## config.mk

```make
export PLATFORM = sky130hd
export DESIGN_NAME = ctrl_redirect_sched
export DESIGN_NICKNAME = d
export VERILOG_FILES = /design/src/rtl/ctrl_redirect_sched.sv
export SDC_FILE = /design/constraint.sdc
export NUM_CORES = 1
export LEC_CHECK = 0
export BUFFER_PORTS_ARGS = -buffer_cell sky130_fd_sc_hd__buf_2
export CORE_MARGIN = 3
export CORE_UTILIZATION = 50
export DETAILED_ROUTE_END_ITERATION = 7
export PLACE_DENSITY_LB_ADDON = 0.1
export RECOVER_POWER = 25
export SKIP_LAST_GASP = 1
export SLEW_MARGIN = 15
export SYNTH_ARGS = -nofsm -noshare
export SYNTH_HDL_FRONTEND = slang
export SYNTH_SLANG_ARGS = --single-unit
```

## constraint.sdc

```tcl
create_clock -name clk -period 2.5 [get_ports clk]
set_clock_uncertainty 0.05 [all_clocks]
set_input_delay 0.5 -clock clk [delete_from_list [all_inputs] [get_ports clk]]
set_output_delay 0.5 -clock clk [all_outputs]
set_load 0.02 [all_outputs]
```

## src/rtl/ctrl_redirect_sched.sv

```systemverilog
// ctrl_redirect_sched
// Mispredict recovery sequencer for the control-ALU lane.
//
// Ports:
//   clk, reset         clock and synchronous active-high reset
//   ctrl*_i            resolved control result from control-ALU writeback
//   redirectReady_i    fetch accepts the pending redirect
//   redirectValid_o    redirect request pending (PENDING state)
//   redirectPC_o       redirect target (held register)
//   flush_o            one-cycle pulse, the cycle after a redirect is accepted
//   flushALid_o        age tag of the flushing branch; holds between pulses
//   stall_o            blocks control-lane issue while PENDING/RECOVER
//   bpUpd*_o           registered branch-predictor update packet
//   mispredCnt_o       saturating count of accepted redirects
//
// The oldest outstanding mispredict wins: while a redirect is held (or while
// recovering from a flush), only strictly older candidates may take over;
// younger or equal ones are wrong-path and dropped.
module ctrl_redirect_sched #(
    parameter int SIZE_PC        = 32,
    parameter int SIZE_AL_LOG    = 7,
    parameter int RECOVER_CYCLES = 3
) (
    input  logic                   clk,
    input  logic                   reset,
    input  logic                   ctrlValid_i,
    input  logic                   ctrlMispredict_i,
    input  logic                   ctrlIsPredicted_i,
    input  logic                   ctrlDirection_i,
    input  logic [SIZE_PC-1:0]     ctrlPC_i,
    input  logic [SIZE_PC-1:0]     ctrlNextPC_i,
    input  logic [SIZE_AL_LOG:0]   ctrlALid_i,
    input  logic                   redirectReady_i,
    output logic                   redirectValid_o,
    output logic [SIZE_PC-1:0]     redirectPC_o,
    output logic                   flush_o,
    output logic [SIZE_AL_LOG:0]   flushALid_o,
    output logic                   stall_o,
    output logic                   bpUpdValid_o,
    output logic [SIZE_PC-1:0]     bpUpdPC_o,
    output logic                   bpUpdDir_o,
    output logic [31:0]            mispredCnt_o
);

    localparam int TAG_W = SIZE_AL_LOG + 1;
    localparam int CNT_W = (RECOVER_CYCLES > 0) ? $clog2(RECOVER_CYCLES + 1) : 1;

    typedef enum logic [1:0] {
        IDLE    = 2'd0,
        PENDING = 2'd1,
        RECOVER = 2'd2
    } state_t;

    // Tags wrap around the active list; the MSB flips on each wrap, so with
    // differing wrap bits the larger index is the older entry.
    function automatic logic is_older(input logic [TAG_W-1:0] a, input logic [TAG_W-1:0] b);
        if (a[TAG_W-1] == b[TAG_W-1])
            return a[TAG_W-2:0] < b[TAG_W-2:0];
        else
            return a[TAG_W-2:0] > b[TAG_W-2:0];
    endfunction

    state_t             state_q, state_d;
    logic [SIZE_PC-1:0] held_pc_q, held_pc_d;
    logic [TAG_W-1:0]   held_tag_q, held_tag_d;
    logic [CNT_W-1:0]   cnt_q, cnt_d;
    logic [TAG_W-1:0]   flush_tag_q;
    logic               flush_q;
    logic [31:0]        mispred_cnt_q;
    logic               candidate;
    logic               accept;

    assign candidate = ctrlValid_i & ctrlMispredict_i;

    // NOTE: every signal written here gets a default first, so no path can
    // leave it unassigned and infer a latch.
    always_comb begin
        state_d    = state_q;
        held_pc_d  = held_pc_q;
        held_tag_d = held_tag_q;
        cnt_d      = cnt_q;
        accept     = 1'b0;
        unique case (state_q)
            IDLE: begin
                if (candidate) begin
                    state_d    = PENDING;
                    held_pc_d  = ctrlNextPC_i;
                    held_tag_d = ctrlALid_i;
                end
            end
            PENDING: begin
                accept = redirectReady_i;
                // An older candidate takes over the held slot whether or not
                // the current redirect is accepted; the accepted one still
                // flushes next cycle.
                if (candidate && is_older(ctrlALid_i, held_tag_q)) begin
                    held_pc_d  = ctrlNextPC_i;
                    held_tag_d = ctrlALid_i;
                end else if (accept) begin
                    state_d = (RECOVER_CYCLES == 0) ? IDLE : RECOVER;
                    cnt_d   = CNT_W'(RECOVER_CYCLES);
                end
            end
            RECOVER: begin
                if (candidate && is_older(ctrlALid_i, flush_tag_q)) begin
                    state_d    = PENDING;
                    held_pc_d  = ctrlNextPC_i;
                    held_tag_d = ctrlALid_i;
                end else if (cnt_q == '0) begin
                    state_d = IDLE;
                end else begin
                    cnt_d = cnt_q - CNT_W'(1);
                end
            end
            default: state_d = IDLE;
        endcase
    end

    // NOTE: sequential state uses non-blocking assignments so every register
    // samples the pre-edge value of every other, independent of statement order.
    always_ff @(posedge clk) begin
        if (reset) begin
            state_q       <= IDLE;
            held_pc_q     <= '0;
            held_tag_q    <= '0;
            cnt_q         <= '0;
            flush_q       <= 1'b0;
            flush_tag_q   <= '0;
            mispred_cnt_q <= '0;
            bpUpdValid_o  <= 1'b0;
            bpUpdPC_o     <= '0;
            bpUpdDir_o    <= 1'b0;
        end else begin
            state_q    <= state_d;
            held_pc_q  <= held_pc_d;
            held_tag_q <= held_tag_d;
            cnt_q      <= cnt_d;
            flush_q    <= accept;
            if (accept) begin
                flush_tag_q <= held_tag_q;
                if (mispred_cnt_q != '1)
                    mispred_cnt_q <= mispred_cnt_q + 32'd1;
            end
            // Predictor update runs regardless of recovery state.
            bpUpdValid_o <= ctrlValid_i & ctrlIsPredicted_i;
            if (ctrlValid_i && ctrlIsPredicted_i) begin
                bpUpdPC_o  <= ctrlPC_i;
                bpUpdDir_o <= ctrlDirection_i;
            end
        end
    end

    assign redirectValid_o = (state_q == PENDING);
    assign redirectPC_o    = held_pc_q;
    assign stall_o         = (state_q != IDLE);
    assign flush_o         = flush_q;
    assign flushALid_o     = flush_tag_q;
    assign mispredCnt_o    = mispred_cnt_q;

endmodule

```

==> results.yml, run 1 <==
logic_synthesis:
  ys_async_sr_fraction_pct: 0
  synth_fa_ha_area_share_pct: 3.756
  synthTopCellsByArea: "dfxtp_1 45%, nand2_1 13%, mux2i_1 7.5%"
  postSynthAreaPerCell_um2: 8.407
  synth_edf_count: 0
  seq_area_frac_synth_pct: 44.69
  synth_compound_area_share_pct: 11.10
  post_synth_xor_area_fraction_pct: 3.944
  synthMuxAreaShare_pct: 8.498
  yosysWarnings: 0
  synth-simple-area-share_pct: 23.40
  synth_flop_cell: "dfxtp_1"
  synth_seq_cells: 119
  synth_top_family_by_area: "simple AND/OR/NAND/NOR gates"
  syn-cell-area_mm2: 0.005330
  synth_cell_types: 54
  synth_nets: 729
  synth_top_area_share_pct: 44.69
  yosysTopAreaCell: "dfxtp_1"
  synth_cells: 634
pwr:
  p_seq_share_pct: 41.8
  p_total_mw: 4.868
  p_sw_share_pct: 25.09
  leakagePower_nw: 3.224
  pwr-share-comb_pct: 11.9
  peakVddDrop_mv: 0.4367
  power_switching_mw: 1.221
  p_per_area_mw_per_mm2: 702.4
  p_int_mw: 3.647
  power.share.clock_pct: 46.2
setup_path:
  cp_num_buf_inv: 1
  crit_chain: "and4_4 -> and3_1 -> nand2_1 -> a2111oi_4 -> buf_4 -> nand3_2 -> mux2_4"
  critPathRequiredTime_ns: 2.85
  crit_type: "flip-flop to flip-flop"
  crit_fanout: 5
  endpoint_kind: "flip-flop"
  arrival_ns: 2.60
  crit_family: "simple AND/OR/NAND/NOR gates"
  crit_slowest_cell: "dfxtp_1"
  cp_num_cells: 7
  start_kind: "flip-flop"
  reg2reg_depth: 7
  cpPeakStageDelay_ns: 0.39
sta:
  fmax_mhz: 445.2
  rsz0062_at_grt: "false"
  setup_slack_ns: 0.2538
  finalMaxSlewViolations: 35
  finalCriticalPeriod_ns: 2.246
  setup-tns-final_ns: 0
  period_share_pct: 89.85
  whs_ns: 0.1694
  relSlewSlack_pct: -0.8766
  setup_viol: 0
  hold_viol: 0
  worstMarginPinSlew_ns: 1.513
floorplan:
  rows: 37
  dieWidth_um: 109.3
  die-area_mm2: 0.01194
  fp.dieH_um: 109.3
  initial_utilization_pct: 51.63
  coreArea_mm2: 0.01032
  io_pins: 188
drt:
  wire_per_inst_um: 14.24
  drt_pass1_iterations: 5
  drt_wl_total_um: 13740
  routed_via_density: 5.215
  detail-route-antenna-nets: 0
  first_iter_violations: 210
  num_vias: 5032
  drc: 0
cells_and_area:
  seq_area_mm2: 0.002382
  fillCellCount: 862
  diodes: 0
  nets: 912
  drive_gt1_share_pct: 27.50
  final_common_cell: "nand2_1"
  final_cell_area_mm2: 0.006930
  synthToLayoutAreaGrowth_pct: 30.02
  mostFrequentLayoutCells: "178 x nand2_1, 170 x buf_2, 119 x dfxtp_1, 67 x a21oi_1, 40 x mux2i_1"
  multi_input_area_mm2: 0.002704
global_routing:
  antenna_found_initial: 0
  grt_util_all_layers_pct: 23.56
  grt_pass1_vias: 4830
  grt_pass1_wl_um: 22180
  grt_overflow: 0
  grt_max_degree: 51
placement:
  dpl_cell_area_mm2: 0.006414
  dp_hpwl_um: 9924
  routabilityCongestion: 0.9330
  place_ws_ns: 0.02534
  io_buffer_count: 187
worst_hold_path:
  hold_path.class: "input pin to flip-flop"
  whs_path_depth: 3
clocking:
  clockRootBuffer: "clkbuf_8"
  cts.path.max_buffers: 2
  cts_sinks: 119
  cts_hold_buf: 0
  numCtsBuffers: 17
  clk_pin_slew_worst_paths_ns: 0.06
  htreeDepth: 4
  ctsResizeCount: 0
  clkLatencyLatePin_ns: 0.51
  cts_tree: "done"
  cts_setup_buffers: 0
run_status:
  outcome: "finished with violations"
  violations: "capacitance limit, slew limit"
job:
  maxCapViolations: 1
## routing by layer
metal,track usage (%),up-vias,share of wire (%)
met2,38.46,185,49
met3,8.289,20,8.2
met1,27.84,2330,41
met5,0,-,0
li1,-,2497,-
met4,10.69,0,1.7
## power by group through the flow
stage	Combinational (mW)	Clock, mW	Sequential (mW)
after global routing	0.642	2.38	2.05
after floorplan	0.271	0	2.16
after global placement	0.571	0	2.07
after CTS	0.591	2.29	2.04
final	0.581	2.25	2.04
after detailed placement	0.589	0	2.07
## through the flow
| stage | util (%) | cells |
|---|---|---|
| after floorplan | - | 634 |
| after global placement | 62.13 | 934 |
| after detailed placement | 62.13 | 934 |
| after CTS | 67.41 | 965 |
| after global routing | 67.13 | 965 |
| final | 67.13 | 965 |
## path summary, 6_finish.rpt
kind,endpoint,slack (ns),start
max,mispredCnt_o[29],0.25,mispredCnt_o[6]
min reg2reg,redirectPC_o[2],0.40,redirectPC_o[2]
max reg2reg,mispredCnt_o[29],0.25,mispredCnt_o[6]
min,bpUpdPC_o[13],0.17,ctrlPC_i[13]
## flip-flops by register name (all words and copies together), names as in the netlist
| name | flops |
|---|---|
| bpUpdPC_o | 32 |
| mispredCnt_o | 32 |
| redirectPC_o | 32 |
| flushALid_o | 8 |
| held_tag_q | 8 |
| cnt_q | 2 |
| state_q | 2 |
| bpUpdDir_o | 1 |
| bpUpdValid_o | 1 |
| flush_o | 1 |
## cell type report
| cell class | count | area share (%) |
|---|---|---|
| multi-input combinational | 457 | 39.01 |
| timing repair buffer | 201 | 15.15 |
| clock inverter | 9 | 1.480 |
| clock buffer | 22 | 6.391 |
| tap | 136 | 2.455 |
| inverter | 21 | 1.137 |
| sequential | 119 | 34.37 |
## cell usage after synthesis, drive strengths merged, types with 4 or more instances
master	instances
nand3	13
nand2	178
nand4	11
nor2b	5
inv	21
ha	16
xnor2	23
nor2	35
mux2	4
a21oi	68
buf	12
and4	5
nor3	8
and2	4
and3	9
clkbuf	25
mux2i	40
a21o	5
a2111oi	5
dfxtp	119
## worst register-to-register path, delay by kind of cell, from the launching register on
kind / cells / cell delay, ns
and+or+nand+nor: 4 / 0.81
DFF: 1 / 0.39
buffers and inverters: 1 / 0.20
AOI/OAI and AO/OA: 1 / 0.38
muxes: 1 / 0.31
## logic make-up (layout without fill, tap and decap cells)
logic type	Yosys count	after routing
compound gates	96	96
simple gates	277	277
fa+ha+maj	16	16
buf+inv	58	253
flops	119	119
mux	44	44
xor+xnor	24	24
Power figures use the tool's default switching activity.
==> inputs of run 2 (changes only) <==
--- a/config.mk
+++ b/config.mk
@@ -9,7 +9,7 @@
 export CORE_MARGIN = 3
 export CORE_UTILIZATION = 50
 export DETAILED_ROUTE_END_ITERATION = 7
-export PLACE_DENSITY_LB_ADDON = 0.1
+export PLACE_DENSITY = 0.89
 export RECOVER_POWER = 25
 export SKIP_LAST_GASP = 1
 export SLEW_MARGIN = 15
==> run 2 against run 1 <==
Effect of this change: die area did not move; register-to-register slack got worse by 0.14 ns; total power fell by 2.8%; global-route usage fell by 1.5 points; highest routed layer unchanged; setup slack got worse by 0.14 ns; clock power fell by 6%; worst hold slack improved by 0.012 ns; wire length fell by 4.3%; the run now ends clean; non-clock buffer count rose by 1; largest power group unchanged.
==> results.yml, run 2 (same netlist as run 1, synthesis figures left out) <==
setup_path:
  crit_slowest_cell: "a2111oi_4"
  crit_fanout: 6
  endpoint_kind: "flip-flop"
  crit_chain: "and4_4 -> and3_1 -> nand2_1 -> a2111oi_4 -> and2b_1 -> mux2_4"
  crit_type: "flip-flop to flip-flop"
  critPathRequiredTime_ns: 2.84
  cp-startpoint: "mispredCnt_o[7]"
  cpPeakStageDelay_ns: 0.53
  rr_startpoint: "mispredCnt_o[7]"
  arrival_ns: 2.72
  start_kind: "flip-flop"
floorplan:
  initial_utilization_pct: 51.63
  coreArea_mm2: 0.01032
  fp.dieH_um: 109.3
  rows: 37
  io_pins: 188
  die-area_mm2: 0.01194
  dieWidth_um: 109.3
clocking:
  cts_tree: "done"
  cts_sinks: 119
  cts.path.max_buffers: 2
  clkLatencyLatePin_ns: 0.50
  numCtsBuffers: 17
  htreeDepth: 4
  clockRootBuffer: "clkbuf_8"
  cts_setup_buffers: 0
  clk_pin_slew_worst_paths_ns: 0.06
  ctsResizeCount: 0
  cts_hold_buf: 0
run_status:
  outcome: "complete, no violations"
cells_and_area:
  synthToLayoutAreaGrowth_pct: 29.69
  nets: 913
  fillCellCount: 872
  final_common_cell: "nand2_1"
  drive_gt1_share_pct: 27.99
  mostFrequentLayoutCells: "178 x nand2_1, 172 x buf_2, 119 x dfxtp_1, 67 x a21oi_1, 40 x mux2i_1"
  diodes: 0
  finish.utilization_pct: 66.96
sta:
  setup_viol: 0
  whs_ns: 0.1809
  period_share_pct: 95.40
  finalCriticalPeriod_ns: 2.385
  setup-tns-final_ns: 0
  rsz0062_at_grt: "false"
  fmax_mhz: 419.3
  hold_viol: 0
  finalMaxSlewViolations: 0
  worstMarginPinSlew_ns: 1.457
  relSlewSlack_pct: 2.876
global_routing:
  grt_max_degree: 80
  grt_pass1_vias: 4593
  grt_util_all_layers_pct: 22.03
  grt_pass1_wl_um: 21070
  grt_overflow: 0
  antenna_found_initial: 0
drt:
  drt_wl_total_um: 13160
  detail-route-antenna-nets: 0
  num_vias: 4920
  drt_pass1_iterations: 4
  wire_per_inst_um: 13.63
  first_iter_violations: 288
  drc: 0
  routed_via_density: 5.098
pwr:
  leakagePower_nw: 3.228
  peakVddDrop_mv: 0.5990
  p_per_area_mw_per_mm2: 684.3
worst_hold_path:
  hold_path.class: "input pin to flip-flop"
  worstHoldStart: "ctrlPC_i[15]"
placement:
  io_buffer_count: 187
  routabilityCongestion: 0.8147
  dp_hpwl_um: 9344
job:
  maxCapViolations: 0
-- run 2: report_power, final --
| group | internal, mW | total, mW | switching [mW] |
|---|---|---|---|
| Sequential | 1.99 | 2.04 | 0.0506 |
| Combinational | 0.232 | 0.572 | 0.340 |
| Clock | 1.32 | 2.12 | 0.804 |
-- run 2: final cells by class --
class                           count  area, um2  area share, %
Timing Repair Buffer              202       1060          15.33
Clock buffer                       20      435.4          6.299
Tap cell                          136      170.2          2.462
Inverter                           21      78.83          1.140
Clock inverter                     10      82.58          1.195
Multi-Input combinational cell    457       2704          39.11
Sequential cell                   119       2382          34.46
-- run 2: metrics by stage --
| stage | setup WS, ns | area [um2] | cells | power [mW] |
|---|---|---|---|---|
| after global routing | 0.02869 | 6913 | 965 | 4.921 |
| after CTS | 0.1509 | 6939 | 965 | 4.775 |
| after detailed placement | 0.04992 | 6421 | 935 | 2.652 |
| after floorplan | 0.2691 | 5330 | 634 | 2.430 |
| after global placement | 0.1480 | 6421 | 935 | 2.638 |
| final | 0.1149 | 6913 | 965 | 4.730 |
-- run 2: layer usage --
metal / GRT usage (%) / up-vias / part of all wire, %
li1: - / 2493 / -
met3: 6.098 / 19 / 7.1
met2: 37.68 / 175 / 49
met1: 26.66 / 2233 / 42
met5: 0 / - / 0
met4: 7.480 / 0 / 1.5
-- run 2: worst max-delay path: cells and delay by family, from the launching register on --
kind	cells	cell delay, ns
compound gates	1	0.53
flops	1	0.40
mux	1	0.30
simple gates	4	1.00
-- run 2: path summary, 6_finish.rpt --
| path | end | slack [ns] | depth (start not counted) |
|---|---|---|---|
| worst max-delay path | mispredCnt_o[31] | 0.11 | 6 |
| worst min-delay path | bpUpdPC_o[15] | 0.18 | 3 |
| worst max register to register | mispredCnt_o[31] | 0.11 | 6 |
| worst min register to register | bpUpdPC_o[28] | 0.40 | 2 |
==> inputs of run 3 (changes only) <==
--- a/config.mk
+++ b/config.mk
@@ -6,11 +6,12 @@
 export NUM_CORES = 1
 export LEC_CHECK = 0
 export BUFFER_PORTS_ARGS = -buffer_cell sky130_fd_sc_hd__buf_2
-export CORE_MARGIN = 3
+export CORE_MARGIN = 10
 export CORE_UTILIZATION = 50
 export DETAILED_ROUTE_END_ITERATION = 7
 export PLACE_DENSITY = 0.89
 export RECOVER_POWER = 25
+export SETUP_SLACK_MARGIN = 0.3
 export SKIP_LAST_GASP = 1
 export SLEW_MARGIN = 15
 export SYNTH_ARGS = -nofsm -noshare
==> run 3 against run 2 <==
Effect of this change: maximum frequency up 7.6%; via count rose by 4.0%; setup slack improved by 0.17 ns; combinational power rose by 16%; total power up 11%; register-to-register slack gained 0.17 ns; utilization is 3.0 points higher; cell count up 1.5%; count of clock-buffer cells in the layout fell by 1; critical path type unchanged.
==> results.yml, run 3 (same netlist as run 1, synthesis figures left out) <==
run_status:
  outcome: "complete, no violations"
cells_and_area:
  synthToLayoutAreaGrowth_pct: 36.10
  drive_gt1_share_pct: 31.91
  final_common_cell: "nand2_1"
  nets: 925
  final_cell_area_mm2: 0.007254
  fillCellCount: 861
  mostFrequentLayoutCells: "178 x nand2_1, 170 x buf_2, 108 x dfxtp_1, 63 x a21oi_1, 39 x mux2i_1"
  diodes: 0
drt:
  drt_wl_total_um: 15650
  wire_per_inst_um: 15.98
  drc: 0
  num_vias: 5119
  first_iter_violations: 380
  drt_pass1_iterations: 5
  routed_via_density: 5.229
  detail-route-antenna-nets: 0
placement:
  io_buffer_count: 187
  dp_hpwl_um: 10980
  dpl_cell_area_mm2: 0.006405
  routabilityCongestion: 0.8587
floorplan:
  coreArea_mm2: 0.01037
  io_pins: 188
  dieWidth_um: 123.3
  rows: 37
  initial_utilization_pct: 51.40
  fp.dieH_um: 123.3
  die-area_mm2: 0.01519
pwr:
  power_switching_mw: 1.323
  pwr-share-comb_pct: 12.6
  p_sw_share_pct: 25.22
  leakagePower_nw: 3.362
  p_seq_share_pct: 38.8
  p_int_mw: 3.924
  power.share.clock_pct: 48.6
  peakVddDrop_mv: 0.4326
  p_per_area_mw_per_mm2: 723.3
clocking:
  cts_sinks: 119
  htreeDepth: 4
  cts_tree: "done"
  clkLatencyLatePin_ns: 0.50
  clockRootBuffer: "clkbuf_8"
  cts_hold_buf: 0
  clk_pin_slew_worst_paths_ns: 0.06
  cts.path.max_buffers: 2
  numCtsBuffers: 17
sta:
  finalMaxSlewViolations: 0
  rsz0062_at_grt: "true"
  fmax_mhz: 451.1
  finalCriticalPeriod_ns: 2.217
  period_share_pct: 88.67
  worstMarginPinSlew_ns: 0.9148
  setup-tns-final_ns: 0
  hold_viol: 0
  setup_viol: 0
  relSlewSlack_pct: 39.01
global_routing:
  grt_max_degree: 54
  antenna_found_initial: 1
  grt_pass1_wl_um: 23400
  grt_pass1_vias: 4984
  grt_overflow: 0
  grt_util_all_layers_pct: 18.78
worst_hold_path:
  worstHoldStart: "ctrlNextPC_i[18]"
  hold_path.class: "input pin to flip-flop"
  whs_path_depth: 3
job:
  maxCapViolations: 0
setup_path:
  reg2reg_depth: 6
  cp-startpoint: "state_q[0]"
  crit_fanout: 6
  rr_startpoint: "state_q[0]"
  start_kind: "flip-flop"
  crit_type: "flip-flop to flip-flop"
  critPathRequiredTime_ns: 2.84
  endpoint_kind: "flip-flop"
  arrival_ns: 2.55
## run 3: changes by cell type in the layout (fill, tap and decap cells not counted), sizes merged
cell    previous run  this run
inv               21        24
clkbuf            37        42
clkinv             6         3
bufinv             1         4
buf              185       191
## run 3: stage by stage
stage	setup WS [ns]	util (%)	std cells	total power [mW]	hold slack, ns
2_1_floorplan	0.2691	-	634	2.430	0.3952
3_3_place_gp	0.1749	61.76	934	2.639	0.3884
3_5_place_dp	0.04450	61.76	934	2.657	0.3944
4_1_cts	0.2484	67.88	967	5.211	0.1614
5_1_grt	0.1489	69.96	979	5.449	0.1746
6_report	0.2833	69.96	979	5.247	0.1826
## run 3: final cells by class
type	instances	area (um2)	share of cell area [%]
multi-input cells	457	2778	38.29
flip-flops and latches	119	2396	33.03
repair buffers	214	1205	16.61
clock buffers	19	431.7	5.950
clock inverters	13	195.2	2.691
well taps	136	170.2	2.346
inverters	21	78.83	1.087
## run 3: power by group through the flow
| stage | combinational [mW] | sequential (mW) | clock (mW) |
|---|---|---|---|
| 2_1_floorplan | 0.271 | 2.16 | 0 |
| 3_3_place_gp | 0.571 | 2.07 | 0 |
| 3_5_place_dp | 0.584 | 2.07 | 0 |
| 4_1_cts | 0.588 | 2.03 | 2.59 |
| 5_1_grt | 0.723 | 2.05 | 2.68 |
| 6_report | 0.663 | 2.04 | 2.55 |
## run 3: layer usage
metal	GRT usage, %	vias up	routed length [um]
met1	21.16	2383	6293
met3	7.475	25	1436
met2	32.16	180	7737
li1	-	2529	-
met4	5.386	2	167
met5	0	-	13
## run 3: worst max-delay path, cell delays in order (launching register included)
cell	delay, ns
dfxtp_1	0.41
nor2b_1	0.34
and2_0	0.25
nand2_1	0.16
a2111oi_4	0.40
and2b_1	0.21
mux2_4	0.29
## run 3: repair_timing
| action | in CTS | in global routing |
|---|---|---|
| pin swaps | 1 | 8 |
| gates cloned | 0 | 6 |
| hold endpoints to repair | 0 | 0 |
| gates resized for setup | 0 | 26 |
| endpoints found under the setup margin | 12 | 47 |
| setup buffers | 1 | 6 |
## run 3: worst paths after layout
check	slack, ns	to
worst min-delay path	0.18	redirectPC_o[18]
worst max-delay path	0.28	mispredCnt_o[31]
worst min register to register	0.40	bpUpdPC_o[31]
worst max register to register	0.28	mispredCnt_o[31]
